$ cat src/rtl/opb_register_bank_if.sv
// OPB slave-side bus bundle for opb_register_bank.
// Carries the master-driven request signals (address, byte enables, write
// data, read-not-write, select, sequential hint) and the slave-driven
// responses (read data, acknowledge, and the unused error/retry/timeout
// lines). All vectors use OPB big-endian numbering: bit 0 is the MSB.
// The master modport drives requests; the slave modport drives responses.
interface opb_register_bank_if;
  logic [0:31] OPB_ABus;
  logic [0:3]  OPB_BE;
  logic [0:31] OPB_DBus;
  logic        OPB_RNW;
  logic        OPB_select;
  logic        OPB_seqAddr;
  logic [0:31] Sl_DBus;
  logic        Sl_xferAck;
  logic        Sl_errAck;
  logic        Sl_retry;
  logic        Sl_toutSup;

  modport master (
    output OPB_ABus, OPB_BE, OPB_DBus, OPB_RNW, OPB_select, OPB_seqAddr,
    input  Sl_DBus, Sl_xferAck, Sl_errAck, Sl_retry, Sl_toutSup
  );

  modport slave (
    input  OPB_ABus, OPB_BE, OPB_DBus, OPB_RNW, OPB_select, OPB_seqAddr,
    output Sl_DBus, Sl_xferAck, Sl_errAck, Sl_retry, Sl_toutSup
  );
endinterface

$ cat src/rtl/opb_register_bank.sv
// OPB slave register bank with optional shadow/commit mode.
// Ports:
//   OPB_Clk        - sole clock, all logic on the rising edge
//   OPB_Rst_n      - asynchronous active-low reset
//   bus            - OPB slave modport (request in, response out)
//   user_data_out  - active registers, reg i at [32i+31:32i]
//   user_strobe    - one-cycle pulse per active register update
// Register i sits at C_BASEADDR+4*i. The word right after the last register
// is the commit address; in shadow mode a write there copies every shadow
// register to its active copy. The rest of the decoded window is acked but
// reads zero and ignores writes. Every accepted transfer takes two cycles:
// request seen in IDLE, acknowledge in ACK, then back to IDLE.
module opb_register_bank #(
  parameter logic [31:0] C_BASEADDR  = 32'h01108000,
  parameter logic [31:0] C_HIGHADDR  = 32'h011080FF,
  parameter int          C_NUM_REGS  = 4,
  parameter int          C_SHADOW    = 0,
  parameter logic [31:0] C_RESET_VAL = 32'h00000000
) (
  input  logic                       OPB_Clk,
  input  logic                       OPB_Rst_n,
  opb_register_bank_if.slave         bus,
  output logic [32*C_NUM_REGS-1:0]   user_data_out,
  output logic [C_NUM_REGS-1:0]      user_strobe
);

  typedef enum logic {IDLE, ACK} state_t;

  state_t      state_q, state_d;
  logic [31:0] addr, wdata, offset, rdata_d, rdata_q;
  logic [3:0]  be;
  logic [29:0] word_idx;
  logic        in_range, is_reg, is_commit;
  logic        start, wr_start, rd_start;
  logic        unused_bits;
  logic [31:0] active_q [C_NUM_REGS];
  logic [31:0] shadow_q [C_NUM_REGS];

  // Bus vectors are big-endian numbered; copying them into [31:0] vectors
  // keeps the numeric value, so BE[0] lands on be[3] and guards wdata[31:24].
  assign addr  = bus.OPB_ABus;
  assign wdata = bus.OPB_DBus;
  assign be    = bus.OPB_BE;

  // The two low address bits drop out of the word index, so byte offsets
  // within a word all select the same register.
  assign offset    = addr - C_BASEADDR;
  assign word_idx  = offset[31:2];
  assign in_range  = (addr >= C_BASEADDR) && (addr <= C_HIGHADDR);
  assign is_reg    = word_idx < 30'(C_NUM_REGS);
  assign is_commit = word_idx == 30'(C_NUM_REGS);

  // Requests are only taken in IDLE, which is what forces the idle cycle
  // between back-to-back acks when select is held.
  assign start    = (state_q == IDLE) && bus.OPB_select && in_range;
  assign wr_start = start && !bus.OPB_RNW;
  assign rd_start = start &&  bus.OPB_RNW;

  assign unused_bits = ^{offset[1:0], bus.OPB_seqAddr};

  function automatic logic [31:0] merge_bytes(input logic [31:0] old_val,
                                              input logic [31:0] new_val,
                                              input logic [3:0]  en);
    logic [31:0] res;
    res = old_val;
    for (int b = 0; b < 4; b++) begin
      if (en[b]) res[8*b +: 8] = new_val[8*b +: 8];
    end
    return res;
  endfunction

  always_ff @(posedge OPB_Clk or negedge OPB_Rst_n) begin
    if (!OPB_Rst_n) state_q <= IDLE;
    else            state_q <= state_d;
  end

  // ACK always falls back to IDLE, so an ack never lasts more than a cycle.
  always_comb begin
    state_d = state_q;
    case (state_q)
      IDLE:    if (start) state_d = ACK;
      ACK:     state_d = IDLE;
      default: state_d = IDLE;
    endcase
  end

  // Read source is the shadow copy; in direct mode that is the active copy.
  always_comb begin
    rdata_d = '0;
    if (is_reg) begin
      for (int i = 0; i < C_NUM_REGS; i++) begin
        if (word_idx == 30'(i)) rdata_d = shadow_q[i];
      end
    end
  end

  // Read data is loaded only on the accepting edge, so it is non-zero only
  // during the ACK cycle of a read and is cleared again on the next edge.
  always_ff @(posedge OPB_Clk or negedge OPB_Rst_n) begin
    if (!OPB_Rst_n)    rdata_q <= '0;
    else if (rd_start) rdata_q <= rdata_d;
    else               rdata_q <= '0;
  end

  generate
    if (C_SHADOW != 0) begin : g_shadow
      always_ff @(posedge OPB_Clk or negedge OPB_Rst_n) begin
        if (!OPB_Rst_n) begin
          for (int i = 0; i < C_NUM_REGS; i++) shadow_q[i] <= C_RESET_VAL;
        end else if (wr_start && is_reg) begin
          for (int i = 0; i < C_NUM_REGS; i++) begin
            if (word_idx == 30'(i)) shadow_q[i] <= merge_bytes(shadow_q[i], wdata, be);
          end
        end
      end
    end else begin : g_direct
      assign shadow_q = active_q;
    end
  endgenerate

  // Strobes default low every edge so each pulse is exactly one cycle wide.
  // A write with no byte enables still strobes its register in direct mode.
  always_ff @(posedge OPB_Clk or negedge OPB_Rst_n) begin
    if (!OPB_Rst_n) begin
      for (int i = 0; i < C_NUM_REGS; i++) active_q[i] <= C_RESET_VAL;
      user_strobe <= '0;
    end else begin
      user_strobe <= '0;
      if (wr_start) begin
        if (C_SHADOW != 0) begin
          if (is_commit) begin
            for (int i = 0; i < C_NUM_REGS; i++) active_q[i] <= shadow_q[i];
            user_strobe <= '1;
          end
        end else if (is_reg) begin
          for (int i = 0; i < C_NUM_REGS; i++) begin
            if (word_idx == 30'(i)) begin
              active_q[i]    <= merge_bytes(active_q[i], wdata, be);
              user_strobe[i] <= 1'b1;
            end
          end
        end
      end
    end
  end

  for (genvar g = 0; g < C_NUM_REGS; g++) begin : g_out
    assign user_data_out[32*g +: 32] = active_q[g];
  end

  assign bus.Sl_DBus    = rdata_q;
  assign bus.Sl_xferAck = (state_q == ACK);
  assign bus.Sl_errAck  = 1'b0;
  assign bus.Sl_retry   = 1'b0;
  assign bus.Sl_toutSup = 1'b0;

endmodule

$ cat src/flat_wrapper.sv
// flat-port wrapper written by rule: the top's interface ports become plain ports
module opb_register_bank_flat 
#(
  parameter logic [31:0] C_BASEADDR  = 32'h01108000,
  parameter logic [31:0] C_HIGHADDR  = 32'h011080FF,
  parameter int          C_NUM_REGS  = 4,
  parameter int          C_SHADOW    = 0,
  parameter logic [31:0] C_RESET_VAL = 32'h00000000
)
  (OPB_Clk, OPB_Rst_n, user_data_out, user_strobe, bus_OPB_ABus, bus_OPB_BE, bus_OPB_DBus, bus_OPB_RNW, bus_OPB_select, bus_OPB_seqAddr, bus_Sl_DBus, bus_Sl_xferAck, bus_Sl_errAck, bus_Sl_retry, bus_Sl_toutSup);
  opb_register_bank_if bus_i ();
  input  logic OPB_Clk;
  input  logic OPB_Rst_n;
  output logic [32*C_NUM_REGS-1:0] user_data_out;
  output logic [C_NUM_REGS-1:0] user_strobe;
  input wire logic [$bits(bus_i.OPB_ABus)-1:0] bus_OPB_ABus;
  input wire logic [$bits(bus_i.OPB_BE)-1:0] bus_OPB_BE;
  input wire logic [$bits(bus_i.OPB_DBus)-1:0] bus_OPB_DBus;
  input wire logic [$bits(bus_i.OPB_RNW)-1:0] bus_OPB_RNW;
  input wire logic [$bits(bus_i.OPB_select)-1:0] bus_OPB_select;
  input wire logic [$bits(bus_i.OPB_seqAddr)-1:0] bus_OPB_seqAddr;
  output wire logic [$bits(bus_i.Sl_DBus)-1:0] bus_Sl_DBus;
  output wire logic [$bits(bus_i.Sl_xferAck)-1:0] bus_Sl_xferAck;
  output wire logic [$bits(bus_i.Sl_errAck)-1:0] bus_Sl_errAck;
  output wire logic [$bits(bus_i.Sl_retry)-1:0] bus_Sl_retry;
  output wire logic [$bits(bus_i.Sl_toutSup)-1:0] bus_Sl_toutSup;
  assign bus_i.OPB_ABus = bus_OPB_ABus;
  assign bus_i.OPB_BE = bus_OPB_BE;
  assign bus_i.OPB_DBus = bus_OPB_DBus;
  assign bus_i.OPB_RNW = bus_OPB_RNW;
  assign bus_i.OPB_select = bus_OPB_select;
  assign bus_i.OPB_seqAddr = bus_OPB_seqAddr;
  assign bus_Sl_DBus = bus_i.Sl_DBus;
  assign bus_Sl_xferAck = bus_i.Sl_xferAck;
  assign bus_Sl_errAck = bus_i.Sl_errAck;
  assign bus_Sl_retry = bus_i.Sl_retry;
  assign bus_Sl_toutSup = bus_i.Sl_toutSup;
  opb_register_bank #(.C_BASEADDR(C_BASEADDR), .C_HIGHADDR(C_HIGHADDR), .C_NUM_REGS(C_NUM_REGS), .C_SHADOW(C_SHADOW), .C_RESET_VAL(C_RESET_VAL)) u_core (.OPB_Clk(OPB_Clk), .OPB_Rst_n(OPB_Rst_n), .bus(bus_i), .user_data_out(user_data_out), .user_strobe(user_strobe));
endmodule
$ cat config.mk
export PLATFORM = sky130hd
export DESIGN_NAME = opb_register_bank_flat
export DESIGN_NICKNAME = d
export VERILOG_FILES = /design/src/rtl/opb_register_bank_if.sv /design/src/rtl/opb_register_bank.sv /design/src/flat_wrapper.sv
export SDC_FILE = /design/constraint.sdc
export NUM_CORES = 1
export LEC_CHECK = 0
export ABC_AREA = 1
export BUFFER_PORTS_ARGS = -buffer_cell sky130_fd_sc_hd__clkbuf_2
export CAP_MARGIN = 0
export CORE_ASPECT_RATIO = 0.5
export CORE_MARGIN = 4
export CORE_UTILIZATION = 58
export DETAILED_ROUTE_END_ITERATION = 12
export GPL_TIMING_DRIVEN = 0
export PLACE_DENSITY_LB_ADDON = 0.3
export SKIP_LAST_GASP = 1
export SYNTH_ARGS = -nofsm -noshare
export SYNTH_HDL_FRONTEND = slang
export SYNTH_SLANG_ARGS = --single-unit
$ cat constraint.sdc
create_clock -name OPB_Clk -period 2.9 [get_ports OPB_Clk]
set_clock_uncertainty 0.2 [all_clocks]
set_input_delay 0.29 -clock OPB_Clk [delete_from_list [all_inputs] [get_ports OPB_Clk]]
set_output_delay 0.29 -clock OPB_Clk [all_outputs]
set_load 0.005 [all_outputs]
# Yosys cells after proc, flatten, opt, wreduce, memory -nomap -nowiden
# Cells that the tools add are included.
totals:
  regBits: 165
  input_bits: 73
  out_inout_bits: 168
op_classes:
  n_addsub: 1
  order_cmp: 3
  n_eq_ne: 3
  n_mux: 14
  bitwise_logic: 1
  reduce_logical: 23
ops:
  columns: ["operator", "n"]
  rows:
  - ["32-bit two-way mux", 6]
  - ["4-bit AND reduction", 16]
  - ["30-bit by 2-bit equality test with 1-bit output, second input constant", 2]
  - ["32-bit by 25-bit greater-or-equal comparator with 1-bit output, second input constant", 1]
  - ["32-bit by 25-bit <= comparator with 1-bit output, second input constant", 1]
  - ["32-bit by 25-bit subtractor with 32-bit output, second input constant", 1]
  - ["30-bit by 1-bit equality test with 1-bit output, second input constant", 1]
  - ["30-bit zero test", 1]
  - ["30-bit by 3-bit less-than comparator with 1-bit output, second input constant", 1]
  - ["4-bit two-way mux", 2]
  - ["1-bit logical AND", 5]
  - ["1-bit two-way mux", 5]
  - ["1-bit case mux with 2 select lines", 1]
  - ["1-bit zero test", 1]
  - ["1-bit NOT", 1]

# Longest topological paths before layout
# Gate-level depths: netlist of run 1.
logic_depth:
  depth_word: 8
  ltp_mapped: 20
  depth_no_buf: 19

# Worst setup path after synthesis of run 1
# Ideal clock, no wire load.
synth_path:
  path_kind: "input to register"
  start: "in bus_OPB_ABus[15]"
  end: "reg u_core.active_q (netlist bit u_core.user_data_out[23])"
  setup_time_ps: 117
  arrival_time_ps: 2131
  required_ps: 2583
  slack_ps: 452
  cell_stages: 16
  n_path_buf: 0
  path_cell_list: "inv_2 ha_1 inv_1 nor2_1 nand2_2 nand2_1 nand2_1 nand2_1 and2_1 nand2_1 nor3_2 nand3_2 nor2_4 nand2_4 nand2_1 nand2_1"
synth_between:
  elab_chain_cells: 5
synth_lines:
  columns: ["item", "line", "text"]
  rows:
  - ["start: declaration", "flat_wrapper.sv:16", "input wire logic [$bits(bus_i.OPB_ABus)-1:0] bus_OPB_ABus;"]
  - ["parallel branches: the longest is 4 deep, another holds 32-bit by 25-bit subtractor with 32-bit output", null, null]
  - ["4-bit AND reduction (no source line) *", null, null]
  - ["end signal: indexed assignment", "opb_register_bank.sv:138", "active_q[i] <= merge_bytes(active_q[i], wdata, be);"]
  - ["end: declaration", "opb_register_bank.sv:36", "logic [31:0] active_q [C_NUM_REGS];"]
# Every way passes the cells marked *.
# A chain may end at the register's enable or synchronous reset.

# Worst setup path after layout of run 1
layout_path:
  start: "in bus_OPB_ABus[15]"
  end: "reg u_core.rdata_q[8] (netlist: u_core.bus.Sl_DBus[23])"
layout_between:
  elab_chain_cells: 8
layout_lines:
  columns: ["item", "line", "text"]
  rows:
  - ["parallel branches: the longest is 7 deep, another holds 32-bit by 25-bit subtractor with 32-bit output", null, null]
  - ["32-bit two-way mux *", "opb_register_bank.sv:101", "else if (rd_start) rdata_q <= rdata_d;"]
  - ["end signal: assignment", "opb_register_bank.sv:101", null]
  - ["end: declaration", "opb_register_bank.sv:30", "logic [31:0] addr, wdata, offset, rdata_d, rdata_q;"]
# Marks and branches as above.

==> results.py, run 1 <==
metrics = {
    "power_and_ir_drop": {
        "seqPwrFrac": 0.433,
        "switchingPower_mw": 1.33,
        "leakage_nw": 6.95,
        "max-vdd-ir-drop_uv": 395,
        "p_comb_frac": 0.064,
        "p_per_area_mw_per_mm2": 443,
        "internal_power_mw": 3.98,
        "power.share.clock": 0.504,
        "switching_share": 0.250,
    },
    "cts": {
        "htree_levels": 4,
        "clk_latency_ps": 440,
        "cts_buffers": 17,
        "root_buffer": "clkbuf_16",
        "tritoncts": "done",
        "clk_path_buf_depth": 2,
        "clk_pin_slew_ps": 70,
        "cts_sinks": 165,
    },
    "critical_path": {
        "r2r_end": "u_core.bus.Sl_DBus[18]",
        "end_kind": "register",
        "critPathLaunch": "bus_OPB_ABus[15]",
        "startpoint_type": "input pin",
        "worstSetupPathType": "in -> reg",
        "rrSetupSlack_ps": 680,
        "cp.arrival_ps": 2970,
        "required_ps": 3030,
        "rr_worst_depth": 8,
        "critPathMaxFanout": 10,
        "regToRegStartpoint": "u_core.bus.Sl_xferAck",
    },
    "synthesis": {
        "synth_area_per_cell_um2": 7.62,
        "synth_top_area_share": 0.446,
        "syn-cell-area_mm2": 0.00925,
        "synthTopCellsByArea": "dfrtp_1, nand2_1, nand3_1",
        "synth_cells": 1213,
        "yosys_warnings": 0,
        "synth_edf_count": 0,
        "seq_area_frac_synth": 0.446,
        "synth.distinct_cells": 34,
        "synthFlopType": "dfrtp_1",
        "async_flop_share": 1.00,
        "yosysTopAreaCell": "dfrtp_1",
        "synth_common_cells": "nand2_1, nand3_1, dfrtp_1",
        "synth-seq-cells": 165,
        "yosysMostFrequentCell": "nand2_1",
    },
    "cells_and_area": {
        "area_growth_pct": 29.7,
        "drive_gt1_frac": 0.259,
        "fin_util": 0.774,
        "n_antenna_cell": 0,
        "fin_area_mm2": 0.0120,
        "final_nets": 1599,
    },
    "route": {
        "antenna_left": 0,
        "drt_iter0_drc": 1309,
        "vias": 10600,
        "drc": 0,
        "wl_per_cell_um": 20.8,
        "drt_first_pass_iters": 8,
        "vias_per_cell": 6.06,
        "wl_mm": 36.2,
    },
    "floorplan": {
        "die-area_mm2": 0.0182,
        "io-pin-count": 241,
        "die_w_um": 187,
        "initial_utilization": 0.597,
        "die_y_um": 97.3,
        "rows": 32,
        "core_mm2": 0.0155,
    },
    "timing": {
        "rsz0062_at_grt": "true",
        "period_needed_ps": 2840,
        "period_share": 0.980,
        "slew_violations": 0,
        "fin_tns_setup_ps": 0,
        "worst_pin_slew_ps": 701,
        "fmax_ghz": 0.352,
        "hold_viol": 0,
        "maxSlewHeadroom": 0.532,
        "setup_violations": 0,
    },
    "grt": {
        "antenna_found_initial": 1,
        "gr-total-overflow": 0,
        "use_met2": 0.570,
        "busiest_layer": "met2",
        "grt_use_met3": 0.143,
        "grtUsageMet1": 0.524,
        "grt_pass1_vias": 9956,
        "grt_use_total": 0.387,
        "grt_pass1_wl_mm": 55.2,
        "grt_max_degree": 84,
    },
    "placement": {
        "routabilityCongestion": 0.946,
        "hpwl_mm": 25.7,
        "placed_area_mm2": 0.0107,
        "portBuffers": 229,
    },
    "worst_hold_path": {
        "hp-start": "bus_OPB_RNW",
        "hold_depth": 3,
        "hold_class": "in -> reg",
        "hold_end": "u_core.bus.Sl_DBus[28]",
    },
    "outcome": {
        "outcome": "finished, final reports clean",
    },
    "job": {
        "cap_violations": 0,
    },
}
[metrics by stage]
stage / std cells / setup WS, ps / hold slack [ps] / power, mW
floorplan: 1215 / 452 / -206 / 2.47
global placement: 1648 / -1560 / 279 / 2.63
detailed placement: 1649 / -509 / 192 / 2.63
CTS: 1715 / 104 / 9.07 / 5.27
global route: 1742 / -36.9 / 29.0 / 5.42
finish: 1742 / 58.6 / 6.56 / 5.31
[worst max-delay path by stage]
stage	to	slack (ps)	cells past startpoint
2_1_floorplan	u_core.user_data_out[23]	450	16
3_3_place_gp	u_core.user_data_out[92]	-1560	1
3_5_place_dp	u_core.bus.Sl_DBus[13]	-510	16
4_1_cts	u_core.bus.Sl_DBus[18]	100	15
5_1_grt	u_core.user_data_out[28]	-40	17
6_report	u_core.bus.Sl_DBus[23]	60	12
[cell families (layout without fill, tap and decap cells)]
group / Yosys count / count (layout) / share of synthesized area
AO/OA/AOI/OAI: 56 / 56 / 0.0441
XOR/XNOR: 1 / 1 / 0.000947
adder cells (fa/ha/maj): 1 / 1 / 0.00135
buffers and inverters: 160 / 483 / 0.0792
flip-flops: 165 / 165 / 0.446
other: 1 / 3 / 0.000406
AND/OR/NAND/NOR: 829 / 829 / 0.428
[what timing repair did]
item	in CTS	in global routing
hold endpoints to repair	211	0
resized for setup	2	23
setup buffers	0	27
hold buffers	34	0
pin swaps	0	10
endpoints found under the setup margin	10	95
[area by class of cell]
type | count | area [µm²]
plain buffers | 59 | 368
well taps | 204 | 255
inverters | 101 | 379
fillers | 1123 | 3500
clock inverters | 15 | 260
multi-input cells | 890 | 4420
clock buffers | 17 | 425
repair buffers | 291 | 1760
flip-flops and latches | 165 | 4130
[registers in the layout (all words and copies together), names as in the netlist]
| register | count |
|---|---|
| u_core.bus.Sl_xferAck | 1 |
| u_core.user_strobe | 4 |
| u_core.bus.Sl_DBus | 32 |
| u_core.user_data_out | 128 |
[cells in the final DEF, fill, tap and decap left out, types with 2 or more instances in the layout]
cell,n
clkinv_8,2
buf_4,32
inv_2,7
inv_1,94
nor2_1,73
nor3_1,6
nor4_1,4
dfrtp_1,165
clkbuf_4,2
nand3_1,202
nand2_2,5
inv_8,3
o2111ai_1,32
bufinv_16,5
a21oi_2,3
nor2_2,7
nand3b_1,16
o21ai_1,3
clkbuf_16,17
nand4_1,37
clkbuf_2,236
nand2_1,420
nor2_4,25
inv_6,4
buf_6,3
buf_8,6
a21oi_1,18
nand2_4,17
buf_12,3
conb_1,3
nand3_2,9
dlygate4sd3_1,34
clkbuf_1,24
or2_1,2
buf_2,7
[worst max-delay path, cell delays in order]
cell and delay, ps:
clkbuf_2 100, inv_2 80, ha_1 210, inv_1 90, o21ai_1 60, a21oi_1 250, nand2_1 110, nor2_2 220
clkbuf_1 530, clkbuf_1 540, o2111ai_1 220, a21oi_1 280
[power by group through the flow]
stage	clock network [mW]	logic [mW]	registers (mW)
2_1_floorplan	0	0.125	2.34
3_3_place_gp	0	0.281	2.35
3_5_place_dp	0	0.290	2.34
4_1_cts	2.64	0.330	2.30
5_1_grt	2.75	0.370	2.30
6_report	2.68	0.338	2.30
[metal layers]
metal	vias to the layer above	part of all wire	wire length [µm]
met5	-	0.00019	7
met4	2	0.043	1570
met3	161	0.15	5520
met2	865	0.42	15100
met1	4913	0.39	14000
li1	4609	-	-
No activity file was read; power rests on OpenSTA's default activity.
==> inputs of run 2 (changes only) <==
==> constraint.sdc (replaced) <==
create_clock -name OPB_Clk -period 2.9 [get_ports OPB_Clk]
set_clock_uncertainty 0.2 [all_clocks]
set_input_delay 0.725 -clock OPB_Clk [delete_from_list [all_inputs] [get_ports OPB_Clk]]
set_output_delay 0.725 -clock OPB_Clk [all_outputs]
set_load 0.005 [all_outputs]
==> results.py, run 2 (synthesized netlist as in run 1, its figures left out) <==
metrics = {
    "placement": {
        "placed_area_mm2": 0.0107,
        "routabilityCongestion": 0.946,
        "hpwl_mm": 25.7,
        "dp_slack_ps": -944,
        "portBuffers": 229,
    },
    "critical_path": {
        "r2r_end": "u_core.bus.Sl_DBus[6]",
        "rr_worst_depth": 10,
        "end_kind": "register",
        "regToRegStartpoint": "u_core.bus.Sl_xferAck",
        "cp.arrival_ps": 3170,
        "startpoint_type": "input pin",
        "critPathMaxFanout": 10,
        "rrSetupSlack_ps": 730,
        "required_ps": 3090,
        "worstSetupPathType": "in -> reg",
    },
    "route": {
        "antenna_left": 0,
        "vias": 11100,
        "drt_first_pass_iters": 8,
        "vias_per_cell": 6.30,
        "drt_iter0_drc": 1571,
        "wl_mm": 39.5,
        "wl_per_cell_um": 22.5,
        "drc": 0,
    },
    "timing": {
        "period_share": 1.03,
        "maxSlewHeadroom": 0.511,
        "worst_pin_slew_ps": 733,
        "slew_violations": 0,
        "hold_viol": 0,
        "setup_violations": 4,
        "worst_slack_ps": -75.9,
        "fin_tns_setup_ps": -129,
        "hold_ws_ps": 128,
        "rsz0062_at_grt": "true",
        "period_needed_ps": 2980,
        "fmax_ghz": 0.336,
    },
    "worst_hold_path": {
        "hold_class": "in -> async",
    },
    "cts": {
        "tritoncts": "done",
        "clk_latency_ps": 450,
        "htree_levels": 4,
        "root_buffer": "clkbuf_16",
        "clk_pin_slew_ps": 80,
        "clk_path_buf_depth": 2,
        "cts_sinks": 165,
        "cts_buffers": 17,
        "cts_hold_buf": 0,
    },
    "outcome": {
        "outcome": "finished, violations left",
        "violations": "negative setup slack",
    },
    "floorplan": {
        "core_mm2": 0.0155,
        "rows": 32,
        "die_y_um": 97.3,
        "io-pin-count": 241,
        "die_w_um": 187,
        "die-area_mm2": 0.0182,
        "initial_utilization": 0.597,
    },
    "grt": {
        "grt_pass1_vias": 10000,
        "grt_use_total": 0.395,
        "gr-total-overflow": 0,
        "grt_pass1_wl_mm": 56.0,
        "antenna_found_initial": 3,
        "grt_max_degree": 84,
    },
    "power_and_ir_drop": {
        "p_total_mw": 5.35,
        "leakage_nw": 7.18,
        "p_per_area_mw_per_mm2": 424,
        "max-vdd-ir-drop_uv": 420,
    },
    "cells_and_area": {
        "final-seq-area_mm2": 0.00413,
        "drive_gt1_frac": 0.344,
        "final_common_cell": "nand2_1",
        "multi_input_area_mm2": 0.00478,
        "largest_reg_flops": 128,
        "final_nets": 1611,
        "area_growth_pct": 36.2,
        "layout_common_cells": "nand2_1, clkbuf_2, nand3_1",
        "fin_area_mm2": 0.0126,
        "n_fill_cell": 967,
    },
    "job": {
        "cap_violations": 0,
    },
}
==> run 2: report_power, final <==
part / internal [mW] / switching [mW]
logic: 0.105 / 0.250
clock network: 1.58 / 1.12
registers: 2.30 / 0.00000000147
total: 3.98 / 1.37
==> run 2: timing repair <==
item / 4_1_cts / 5_1_grt
gates resized for setup: 46 / 152
pin swaps: 24 / 60
setup buffers: 38 / 30
gates cloned: 1 / 4
setup endpoints to repair: 162 / 162
==> run 2: worst max path at each step <==
stage	startpoint	end	slack [ps]	cells past startpoint
after CTS	bus_OPB_ABus[15]	u_core.bus.Sl_DBus[13]	-4	18
after detailed placement	bus_OPB_ABus[15]	u_core.bus.Sl_DBus[13]	-940	16
after global placement	OPB_Rst_n	u_core.user_data_out[92]	-1990	1
final	bus_OPB_ABus[19]	u_core.bus.Sl_DBus[6]	-80	20
after floorplan	bus_OPB_ABus[15]	u_core.user_data_out[23]	20	16
after global routing	bus_OPB_ABus[19]	u_core.user_data_out[95]	-160	19
==> run 2: final cells by class <==
cell class                      instances  area share
Clock inverter                         15      0.0207
Tap cell                              204      0.0203
Clock buffer                           17      0.0338
Timing Repair Buffer                  301       0.148
Sequential cell                       165       0.328
Buffer                                 59      0.0393
Inverter                              101      0.0305
Antenna cell                            1    0.000199
Multi-Input combinational cell        892       0.379
==> run 2: per-layer routing <==
metal / track usage / vias up / part of all wire
met5: 0 / - / 0.00051
met4: 0.161 / 4 / 0.057
met3: 0.151 / 226 / 0.16
met2: 0.577 / 1046 / 0.41
met1: 0.532 / 5155 / 0.37
li1: - / 4634 / -
==> run 2: critical path, cell delays in order <==
cell	delay, ps
buf_8	110
nor2_4	170
buf_4	140
buf_4	100
nand2_2	80
nand2_2	90
nand2_1	80
nand2_1	60
nand2_1	60
nand2_2	90
nand3_2	120
inv_1	100
nand2_2	120
nor2_4	220
buf_12	160
clkbuf_4	250
o2111ai_1	170
nand3_1	150
nand2_1	90
inv_1	60
==> run 2: stage by stage <==
step | cells | utilization
finish | 1755 | 0.813
detailed placement | 1649 | 0.690
CTS | 1720 | 0.766
floorplan | 1215 | -
global placement | 1648 | 0.688
global route | 1754 | 0.813
==> inputs of run 3 (changes only) <==
==> constraint.sdc (replaced) <==
create_clock -name OPB_Clk -period 2.9 [get_ports OPB_Clk]
set_clock_uncertainty 0.2 [all_clocks]
set_input_delay 0 -clock OPB_Clk [delete_from_list [all_inputs] [get_ports OPB_Clk]]
set_output_delay 0 -clock OPB_Clk [all_outputs]
set_load 0.005 [all_outputs]
==> results.py, run 3 (synthesized netlist as in run 1, its figures left out) <==
metrics = {
    "grt": {
        "gr-total-overflow": 0,
        "grt_pass1_wl_mm": 55.5,
        "antenna_found_initial": 1,
        "grt_use_total": 0.389,
        "grt_pass1_vias": 10000,
        "grt_max_degree": 84,
    },
    "cells_and_area": {
        "area_growth_pct": 28.4,
        "largest_reg_flops": 128,
        "drive_gt1_frac": 0.243,
        "layout_common_cells": "nand2_1, clkbuf_2, nand3_1",
        "fin_util": 0.766,
        "n_antenna_cell": 0,
        "final_common_cell": "nand2_1",
        "final_nets": 1588,
    },
    "critical_path": {
        "startpoint_type": "input pin",
        "slowest_delay_ps": 630,
        "path_cells": "dlygate4sd3_1, buf_4, nand2_1, nor2_1, nand2_1, nand2_1, nand2_1, nand3_1, nand4_1, nor2_1, nand4_1, nor2_4, clkbuf_1, nand3_1, nand2_1",
        "cp_slowest_cell": "clkbuf_1",
        "critPathTopFamily": "simple AND/OR/NAND/NOR gates",
        "end_kind": "register",
        "worstSetupPathType": "in -> reg",
        "cp_num_buf_inv": 3,
        "required_ps": 3080,
        "crit_top_cell": "nand2_1",
        "critPathMaxFanout": 10,
        "cp.arrival_ps": 2980,
    },
    "power_and_ir_drop": {
        "p_per_area_mw_per_mm2": 448,
        "max-vdd-ir-drop_uv": 399,
        "leakage_nw": 6.86,
        "seqPwrFrac": 0.432,
        "power.share.clock": 0.503,
        "internal_power_mw": 3.99,
        "switchingPower_mw": 1.33,
        "p_comb_frac": 0.064,
        "switching_share": 0.250,
    },
    "route": {
        "drc": 0,
        "vias": 10400,
        "wl_mm": 35.8,
        "drt_iter0_drc": 1242,
        "antenna_left": 0,
        "vias_per_cell": 6.03,
        "wl_per_cell_um": 20.7,
        "drt_first_pass_iters": 10,
    },
    "outcome": {
        "violations": "negative hold slack",
        "outcome": "finished, violations left",
    },
    "timing": {
        "rsz0062_at_grt": "true",
        "period_share": 0.965,
        "hold_viol": 29,
        "slew_violations": 0,
        "worst_slack_ps": 101,
        "fmax_ghz": 0.357,
        "hold_ws_ps": -24.0,
        "period_needed_ps": 2800,
        "fin_tns_setup_ps": 0,
        "worst_pin_slew_ps": 823,
        "setup_violations": 0,
        "maxSlewHeadroom": 0.451,
    },
    "floorplan": {
        "core_mm2": 0.0155,
        "die_y_um": 97.3,
        "die-area_mm2": 0.0182,
        "initial_utilization": 0.597,
        "io-pin-count": 241,
        "die_w_um": 187,
        "rows": 32,
    },
    "cts": {
        "clk_path_buf_depth": 2,
        "clk_latency_ps": 450,
        "htree_levels": 4,
        "cts_buffers": 17,
        "root_buffer": "clkbuf_16",
        "clk_pin_slew_ps": 70,
        "tritoncts": "done",
        "cts_sinks": 165,
    },
    "placement": {
        "hpwl_mm": 25.7,
        "dp_slack_ps": -219,
        "routabilityCongestion": 0.946,
        "portBuffers": 229,
    },
    "worst_hold_path": {
        "hold_class": "in -> async",
    },
    "job": {
        "cap_violations": 0,
    },
}
==> run 3: cell types whose count changed in the layout (fill, tap and decap cells not counted), moves of 9 or more <==
cell,delta
buf_4,-56
dlygate4sd3_1,+43
nand2_1,+41
nand2_2,-39
clkbuf_1,+18
nor2_1,+17
buf_12,-11
nor2_2,-11
clkbuf_4,-9
nand3_4,-9
==> run 3: path summary, 6_finish.rpt <==
check	from	to	slack, ps	cells past startpoint
setup reg to reg	u_core.bus.Sl_xferAck	u_core.bus.Sl_DBus[19]	620	8
max in group asynchronous	OPB_Rst_n	u_core.user_data_out[30]	1650	3
hold / removal	OPB_Rst_n	u_core.user_data_out[100]	-20	2
hold reg to reg	u_core.user_data_out[115]	u_core.user_data_out[115]	300	2
min in group OPB_Clk	bus_OPB_BE[1]	u_core.user_data_out[73]	10	5
setup / recovery	bus_OPB_ABus[20]	u_core.user_data_out[7]	100	15
==> run 3: stage by stage <==
step                instances  area (µm²)  total power [mW]
floorplan                1215        9260              2.47
global placement         1648       10700              2.63
detailed placement       1649       10700              2.63
CTS                      1724       11800              5.28
global route             1731       11900              5.42
finish                   1731       11900              5.32
==> run 3: timing repair <==
action,in CTS,in global routing
hold buffers,43,0
endpoints found under the hold margin,268,0
setup buffers,0,7
setup endpoints to repair,0,101
gates resized for setup,0,11
==> run 3: power by group through the flow <==
stage	Combinational [mW]	Sequential, mW	Clock (mW)
detailed placement	0.290	2.34	0
global route	0.374	2.30	2.75
finish	0.342	2.30	2.68
global placement	0.281	2.35	0
CTS	0.336	2.30	2.64
floorplan	0.125	2.34	0
==> run 3: per-layer routing <==
layer / global-route usage / part of all wire / vias up
li1: - / - / 4568
met1: 0.529 / 0.39 / 4837
met2: 0.574 / 0.42 / 859
met3: 0.137 / 0.15 / 166
met4: 0.152 / 0.043 / 2
met5: 0 / 0.00036 / -
==> run 3: layout make-up <==
class	instances	area, µm²
flip-flops and latches	165	4130
repair buffers	280	1670
clock inverters	15	260
clock buffers	17	425
inverters	101	379
fillers	1161	3620
multi-input cells	890	4400
well taps	204	255
plain buffers	59	357
